[src/rtl/seq_div_if.sv]
// Handshake/bus bundle for the sequential divider: request side (start, A, B)
// and result side (Q, R, flags, busy/done).
interface seq_div_if #(
  parameter int M = 4
);
  logic         start;
  logic [M-1:0] A;
  logic [M-1:0] B;
  logic [M-1:0] Q;
  logic [M-1:0] R;
  logic         busy;
  logic         done;
  logic         C;
  logic         N;
  logic         V;
  logic         Z;

  // Requester drives operands and start, observes results.
  modport master (
    output start, A, B,
    input  Q, R, busy, done, C, N, V, Z
  );

  // Divider consumes the request and drives the results.
  modport slave (
    input  start, A, B,
    output Q, R, busy, done, C, N, V, Z
  );
endinterface

[src/rtl/seq_div.sv]
// Sequential unsigned restoring divider, one quotient bit per clock.
// IDLE -> RUN (M iterations) -> DONE (one-cycle done pulse) -> IDLE.
// Divide-by-zero skips RUN and lands in DONE on the accepting edge.
module seq_div #(
  parameter int M = 4
) (
  input  logic      clk,
  input  logic      rst,
  seq_div_if.slave  bus
);
  localparam int CW = $clog2(M) + 1;

  typedef enum logic [1:0] {IDLE, RUN, DONE} state_t;

  state_t        state_q, state_d;
  logic [M-1:0]  a_q, a_d;     // dividend bits shift out MSB-first, quotient bits shift in
  logic [M-1:0]  b_q, b_d;     // latched divisor
  logic [M-1:0]  p_q, p_d;     // partial remainder
  logic [CW-1:0] cnt_q, cnt_d;
  logic [M-1:0]  q_q, q_d;
  logic [M-1:0]  r_q, r_d;
  logic          c_q, c_d, n_q, n_d, v_q, v_d, z_q, z_d;
  logic          busy_q, busy_d, done_q, done_d;

  logic [M:0]    rem_sh;
  logic [M:0]    trial;
  logic          qbit;
  logic [M-1:0]  p_nx;
  logic [M-1:0]  quo_nx;

  // One restoring step: shift in next dividend bit, trial-subtract at M+1 bits.
  // On a negative trial the shifted value is < B, so it fits back in M bits.
  always_comb begin
    rem_sh = {p_q, a_q[M-1]};
    trial  = rem_sh - {1'b0, b_q};
    qbit   = ~trial[M];
    p_nx   = qbit ? trial[M-1:0] : rem_sh[M-1:0];
    quo_nx = {a_q[M-2:0], qbit};
  end

  // Next-state and result logic; results only move on the final step or the /0 path.
  always_comb begin
    state_d = state_q;
    a_d     = a_q;
    b_d     = b_q;
    p_d     = p_q;
    cnt_d   = cnt_q;
    q_d     = q_q;
    r_d     = r_q;
    c_d     = c_q;
    n_d     = n_q;
    v_d     = v_q;
    z_d     = z_q;
    busy_d  = busy_q;
    done_d  = 1'b0;
    case (state_q)
      IDLE: begin
        if (bus.start) begin
          busy_d = 1'b1;
          if (bus.B != '0) begin
            a_d     = bus.A;
            b_d     = bus.B;
            p_d     = '0;
            cnt_d   = '0;
            state_d = RUN;
          end else begin
            // Divide-by-zero fast path: flags still follow the usual formulas.
            q_d     = '1;
            r_d     = bus.A;
            c_d     = |bus.A;
            n_d     = 1'b1;
            z_d     = 1'b0;
            v_d     = 1'b1;
            done_d  = 1'b1;
            state_d = DONE;
          end
        end
      end
      RUN: begin
        a_d   = quo_nx;
        p_d   = p_nx;
        cnt_d = cnt_q + 1'b1;
        if (cnt_q == CW'(M - 1)) begin
          q_d     = quo_nx;
          r_d     = p_nx;
          c_d     = |p_nx;
          n_d     = quo_nx[M-1];
          z_d     = ~|quo_nx;
          v_d     = 1'b0;
          done_d  = 1'b1;
          state_d = DONE;
        end
      end
      DONE: begin
        busy_d  = 1'b0;
        state_d = IDLE;
      end
      default: begin
        busy_d  = 1'b0;
        state_d = IDLE;
      end
    endcase
  end

  // State and output registers; reset clears everything, including the last result.
  always_ff @(posedge clk) begin
    if (rst) begin
      state_q <= IDLE;
      a_q     <= '0;
      b_q     <= '0;
      p_q     <= '0;
      cnt_q   <= '0;
      q_q     <= '0;
      r_q     <= '0;
      c_q     <= 1'b0;
      n_q     <= 1'b0;
      v_q     <= 1'b0;
      z_q     <= 1'b0;
      busy_q  <= 1'b0;
      done_q  <= 1'b0;
    end else begin
      state_q <= state_d;
      a_q     <= a_d;
      b_q     <= b_d;
      p_q     <= p_d;
      cnt_q   <= cnt_d;
      q_q     <= q_d;
      r_q     <= r_d;
      c_q     <= c_d;
      n_q     <= n_d;
      v_q     <= v_d;
      z_q     <= z_d;
      busy_q  <= busy_d;
      done_q  <= done_d;
    end
  end

  assign bus.Q    = q_q;
  assign bus.R    = r_q;
  assign bus.C    = c_q;
  assign bus.N    = n_q;
  assign bus.V    = v_q;
  assign bus.Z    = z_q;
  assign bus.busy = busy_q;
  assign bus.done = done_q;
endmodule

[src/flat_wrapper.sv]
// flat-port wrapper written by rule: the top's interface ports become plain ports
module seq_div_flat 
#(
  parameter int M = 4
)
  (clk, rst, bus_start, bus_A, bus_B, bus_Q, bus_R, bus_busy, bus_done, bus_C, bus_N, bus_V, bus_Z);
  seq_div_if #(.M(M)) bus_i ();
  input  logic clk;
  input  logic rst;
  input wire logic [$bits(bus_i.start)-1:0] bus_start;
  input wire logic [$bits(bus_i.A)-1:0] bus_A;
  input wire logic [$bits(bus_i.B)-1:0] bus_B;
  output wire logic [$bits(bus_i.Q)-1:0] bus_Q;
  output wire logic [$bits(bus_i.R)-1:0] bus_R;
  output wire logic [$bits(bus_i.busy)-1:0] bus_busy;
  output wire logic [$bits(bus_i.done)-1:0] bus_done;
  output wire logic [$bits(bus_i.C)-1:0] bus_C;
  output wire logic [$bits(bus_i.N)-1:0] bus_N;
  output wire logic [$bits(bus_i.V)-1:0] bus_V;
  output wire logic [$bits(bus_i.Z)-1:0] bus_Z;
  assign bus_i.start = bus_start;
  assign bus_i.A = bus_A;
  assign bus_i.B = bus_B;
  assign bus_Q = bus_i.Q;
  assign bus_R = bus_i.R;
  assign bus_busy = bus_i.busy;
  assign bus_done = bus_i.done;
  assign bus_C = bus_i.C;
  assign bus_N = bus_i.N;
  assign bus_V = bus_i.V;
  assign bus_Z = bus_i.Z;
  seq_div #(.M(M)) u_core (.clk(clk), .rst(rst), .bus(bus_i));
endmodule
[config.mk]
export PLATFORM = sky130hd
export DESIGN_NAME = seq_div_flat
export DESIGN_NICKNAME = d
export VERILOG_FILES = /design/src/rtl/seq_div_if.sv /design/src/rtl/seq_div.sv /design/src/flat_wrapper.sv
export SDC_FILE = /design/constraint.sdc
export NUM_CORES = 1
export LEC_CHECK = 0
export CAP_MARGIN = 5
export CORE_ASPECT_RATIO = 1.4
export CORE_UTILIZATION = 52
export CTS_CLUSTER_DIAMETER = 200
export CTS_CLUSTER_SIZE = 40
export DETAILED_ROUTE_END_ITERATION = 16
export GPL_TIMING_DRIVEN = 0
export PLACE_DENSITY = 0.89
export SLEW_MARGIN = 40
export SYNTH_ARGS = -nofsm -noshare
export SYNTH_HDL_FRONTEND = slang
export SYNTH_SLANG_ARGS = --single-unit
[constraint.sdc]
create_clock -name clk -period 4.7 [get_ports clk]
set_clock_uncertainty 0.15 [all_clocks]
set_input_delay 0.94 -clock clk [delete_from_list [all_inputs] [get_ports clk]]
set_output_delay 0.94 -clock clk [all_outputs]
set_load 0.005 [all_outputs]
# --- After elaboration in Yosys (flattened, before gate mapping) ---
# Cells that the tools add are included.
totals:
  ff_bits: 31
  out_inout_bits: 14
  elab_cells: 77
op_classes:
  n_addsub: 2
  bitwise: 2
  n_eq_ne: 6
  n_reduce_logical: 12
  mux: 42
op_table:
  columns: ["cell", "n"]
  rows:
  - ["$mux W4", 11]
  - ["$pmux W4 S2", 4]
  - ["$mux W1", 14]
  - ["$pmux W1 S2", 6]
  - ["$reduce_or A4 Y1", 3]
  - ["$mux W2", 3]
  - ["$mux W3", 2]
  - ["$pmux W3 S2", 1]
  - ["$reduce_and A3 Y1", 2]
  - ["$sub A5 B4 Y5", 1]
  - ["$ne A2 B1 Y1 const B", 2]
  - ["$ne A2 B2 Y1 const B", 2]
  - ["$pmux W2 S2", 1]
  - ["$reduce_and A2 Y1", 2]
  - ["$reduce_and A4 Y1", 1]
  - ["$reduce_bool A4 Y1", 1]
  - ["$add A3 B1 Y3 const B", 1]
  - ["$eq A3 B2 Y1 const B", 1]
  - ["$eq A2 B1 Y1 const B", 1]
  - ["$logic_not A2 Y1", 1]
  - ["$not A1 Y1", 2]
  - ["$reduce_bool A2 Y1", 1]
  - ["$logic_not A1 Y1", 1]

# --- Longest topological paths before layout ---
logic_depth:
  depth_word: 6
  mapped_depth: 8
  depth_no_buf: 8

# --- Least setup slack after synthesis ---
# Ideal clock, no wire load.
synth_path:
  path_kind: "input port to flip-flop"
  from: "in bus_B[3]"
  to: "reg u_core.c_q (netlist: u_core.bus.C)"
  setup_ns: 0.073
  setup_slack_ns: 1.993
  cell_stages: 6
  arrival_ns: 2.484
  required_ns: 4.477
  cell_sequence: "or4_1 -> buf_2 -> o41ai_4 -> nor2_1 -> a311o_1 -> nor3_2"
synth_between:
  elab_chain_cells: 3
synth_rtl:
  columns: ["element", "line", "source"]
  rows:
  - ["from (decl)", "flat_wrapper.sv:12", "input wire logic [$bits(bus_i.B)-1:0] bus_B;"]
  - ["$reduce_bool A4 Y1", "seq_div.sv:60", "if (bus.B != '0) begin"]
  - ["$ne A2 B2 Y1 (no line)", null, null]
  - ["$reduce_and A4 Y1 (no line)", null, null]
  - ["to (signal assigned)", "seq_div.sv:115", "c_q <= 1'b0;"]
  - ["to (signal assigned)", "seq_div.sv:129", "c_q <= c_d;"]
  - ["to (decl)", "seq_div.sv:22", "logic c_q, c_d, n_q, n_d, v_q, v_d, z_q, z_d;"]
# Every way passes these cells.
# A chain may end at the register's enable or synchronous reset.

# --- Worst setup path after layout ---
layout_path:
  from: "in bus_B[3]"
  to: "reg u_core.z_q (netlist: u_core.bus.Z)"
layout_between:
  elab_chain_cells: 3
layout_rtl:
  columns: ["element", "line", "source"]
  rows:
  - ["$reduce_bool A4 Y1", "seq_div.sv:60", null]
  - ["$ne A2 B2 Y1 (no line)", null, null]
  - ["$reduce_and A4 Y1 (no line)", null, null]
  - ["to (signal assigned)", "seq_div.sv:132", "z_q <= z_d;"]
  - ["to (decl)", "seq_div.sv:22", null]
# Every way passes these cells.

==> flow_summary.json <==
{
  "drtPass1Iterations": 4,
  "core_sq_um": 2620,
  "antenna_found_initial": 0,
  "power_leakage_nw": 0.686,
  "critPathKind": "in2reg",
  "worstPathRequired_ps": 4770,
  "cts_setup_buffers": 0,
  "gr-total-overflow": 0,
  "die-width_microns": 46.5,
  "numCtsBuffers": 5,
  "grt_pass1_wl_microns": 5580,
  "antenna_cells": 0,
  "grt.total_usage_pct": 25.9,
  "whs_ps": 341,
  "clk_pin_slew_worst_paths_ps": 90,
  "setup_tns_ps": 0,
  "layout.nets": 224,
  "fin_crit_sh_pct": 63.9,
  "final_common_cell": "nor2_1",
  "pin_count": 25,
  "die_y_microns": 64.2,
  "dp.cells": 235,
  "setup_viol": 0,
  "synth_cell_type_count": 33,
  "synthTopCellsByArea": "dfxtp_1 42%, nor2_1 9.1%, a21oi_1 5.9%",
  "hold_class": "reg2reg",
  "outcome": "completed",
  "cp_data_arrival_time_ps": 3080,
  "postCtsHoldBufs": 0,
  "clkSinkCount": 30,
  "fmax_mhz": 333,
  "synth_area_sq_um": 1440,
  "synth_top_area_cell": "dfxtp_1",
  "drive_above_1_share_pct": 6.28,
  "num_rows": 22,
  "syn_avg_cell_area_sq_um": 8.22,
  "gp_congestion": 0.883,
  "ys_warn_count": 0,
  "rsz0062_at_grt": "false",
  "initial_core_util_pct": 55.0,
  "ant_nets": 0,
  "postLayoutCoreUtil_pct": 68.2,
  "area_growth_pct": 24.0,
  "hpwl_microns": 2600,
  "slew_headroom_pct": 51.7,
  "via_per_inst": 5.64,
  "final_cells": 243,
  "worst_pin_slew_ps": 720,
  "drv_slew": 0,
  "die_area_sq_um": 2980,
  "cts_resized": 0,
  "syn-num-nets": 193,
  "clk_path_buf_depth": 2,
  "grt_pass1_vias": 1287,
  "routed_wl_microns": 3500,
  "drt_iter0_markers": 103,
  "layout_common_cells": "35 x nor2_1, 30 x dfxtp_1, 24 x clkdlybuf4s50_1",
  "cp_max_fo": 10,
  "fin_crit_ps": 3010,
  "pwr_density_cell_nw_per_um2": 315,
  "n_fill_cell": 201,
  "critPathLaunchType": "input port",
  "clock_tree.root_cell": "clkbuf_4",
  "synthCells": 175,
  "drv_cap": 0,
  "wire_per_inst_microns": 14.4,
  "hold_violations": 0,
  "cts_tree": "yes",
  "vias": 1371,
  "yosysSeqAreaShare_pct": 41.7,
  "clk_latency_ps": 340,
  "ys_ff_latch": 30,
  "portBuffers": 24,
  "h-tree-depth": 2,
  "endpoint_kind": "register",
  "drc": 0,
  "grt_max_degree": 11,
  "ir_worst_vdd_uv": 195,
  "netlist.area_leader.share_pct": 41.7
}
[per-layer routing]
layer / track usage, % / vias up / part of all wire (%)
met3: 7.06 / 13 / 5.1
met1: 27.9 / 645 / 38
met5: 0 / - / 0
li1: - / 662 / -
met2: 43.2 / 51 / 53
met4: 14.0 / 0 / 3.1
[state kept, by name, summed over array words and instances, names as in the netlist, 2 cells and up]
| register | flops |
|---|---|
| u_core.state_q | 2 |
| u_core.bus.R | 4 |
| u_core.p_q | 4 |
| u_core.a_q | 4 |
| u_core.b_q | 4 |
| u_core.cnt_q | 3 |
| u_core.bus.Q | 4 |
[path summary, 6_finish.rpt]
check,start,endpoint,slack [ps],cells after the start
worst max-delay path,bus_B[3],u_core.bus.Z,1690,8
worst min register to register,u_core.cnt_q[0],u_core.cnt_q[0],340,1
worst max register to register,u_core.a_q[3],u_core.bus.R[1],1890,8
worst min-delay path,u_core.cnt_q[0],u_core.cnt_q[0],340,1
[synth_stat cells]
master and n:
a311o_1 1, nor4_1 2, nand2b_1 2, a22oi_1 1, a31oi_1 1, o31ai_1 1, clkbuf_1 7, o22ai_1 1
fa_1 1, dfxtp_1 30, nor2_1 35, nand2_1 16, a311oi_1 7, xnor2_1 1, and2_1 1, buf_2 2
nor3_1 7, nor3b_1 2, xor2_1 3, buf_4 1, o41ai_4 1, nor3_2 1, nand3b_1 2, inv_1 10
nor2b_1 1, o21ai_0 4, or4_1 2, ha_1 6, a21oi_1 17, or2_2 1, nand3_1 1, mux2i_1 5
a211oi_1 2
[worst max-delay path, stage by stage]
cell and delay [ps]:
clkdlybuf4s50_1 410, or4_1 520, buf_2 190, o41ai_4 440
buf_2 310, nor2_1 60, a31oi_1 150, nor2_1 50
[logic make-up after synthesis]
family / after synthesis / share of synthesized area (%)
xor gates and xnor gates: 4 / 2.44
and+or+nand+nor: 73 / 23.0
AOI/OAI and AO/OA: 36 / 17.1
buffers and inverters: 20 / 5.65
DFF: 30 / 41.7
muxes: 5 / 3.48
adders and majority gates: 7 / 6.61
[power by group]
group | leakage (nW) | total, mW | switching [mW] | internal, mW
combinational | 0.406 | 0.118 | 0.0679 | 0.0506
clock | 0.0353 | 0.164 | 0.0916 | 0.0724
sequential | 0.245 | 0.280 | 0.0125 | 0.268
[layout make-up]
class / instances / area (sq um) / share of cell area (%)
clock inverter: 1 / 5.00 / 0.281
tap: 36 / 45.0 / 2.52
timing repair buffer: 24 / 240 / 13.5
inverter: 10 / 37.5 / 2.10
clock buffer: 7 / 55.1 / 3.09
buffer: 10 / 43.8 / 2.45
sequential: 30 / 601 / 33.7
multi-input combinational: 125 / 757 / 42.4
[metrics by stage]
stage / setup slack [ps] / cell area [sq um] / total power [mW]
global placement: 1380 / 1720 / 0.395
finish: 1690 / 1780 / 0.563
floorplan: 1990 / 1440 / 0.362
global route: 1590 / 1780 / 0.591
detailed placement: 1340 / 1720 / 0.402
CTS: 1700 / 1780 / 0.564
Power figures use the tool's default switching activity.
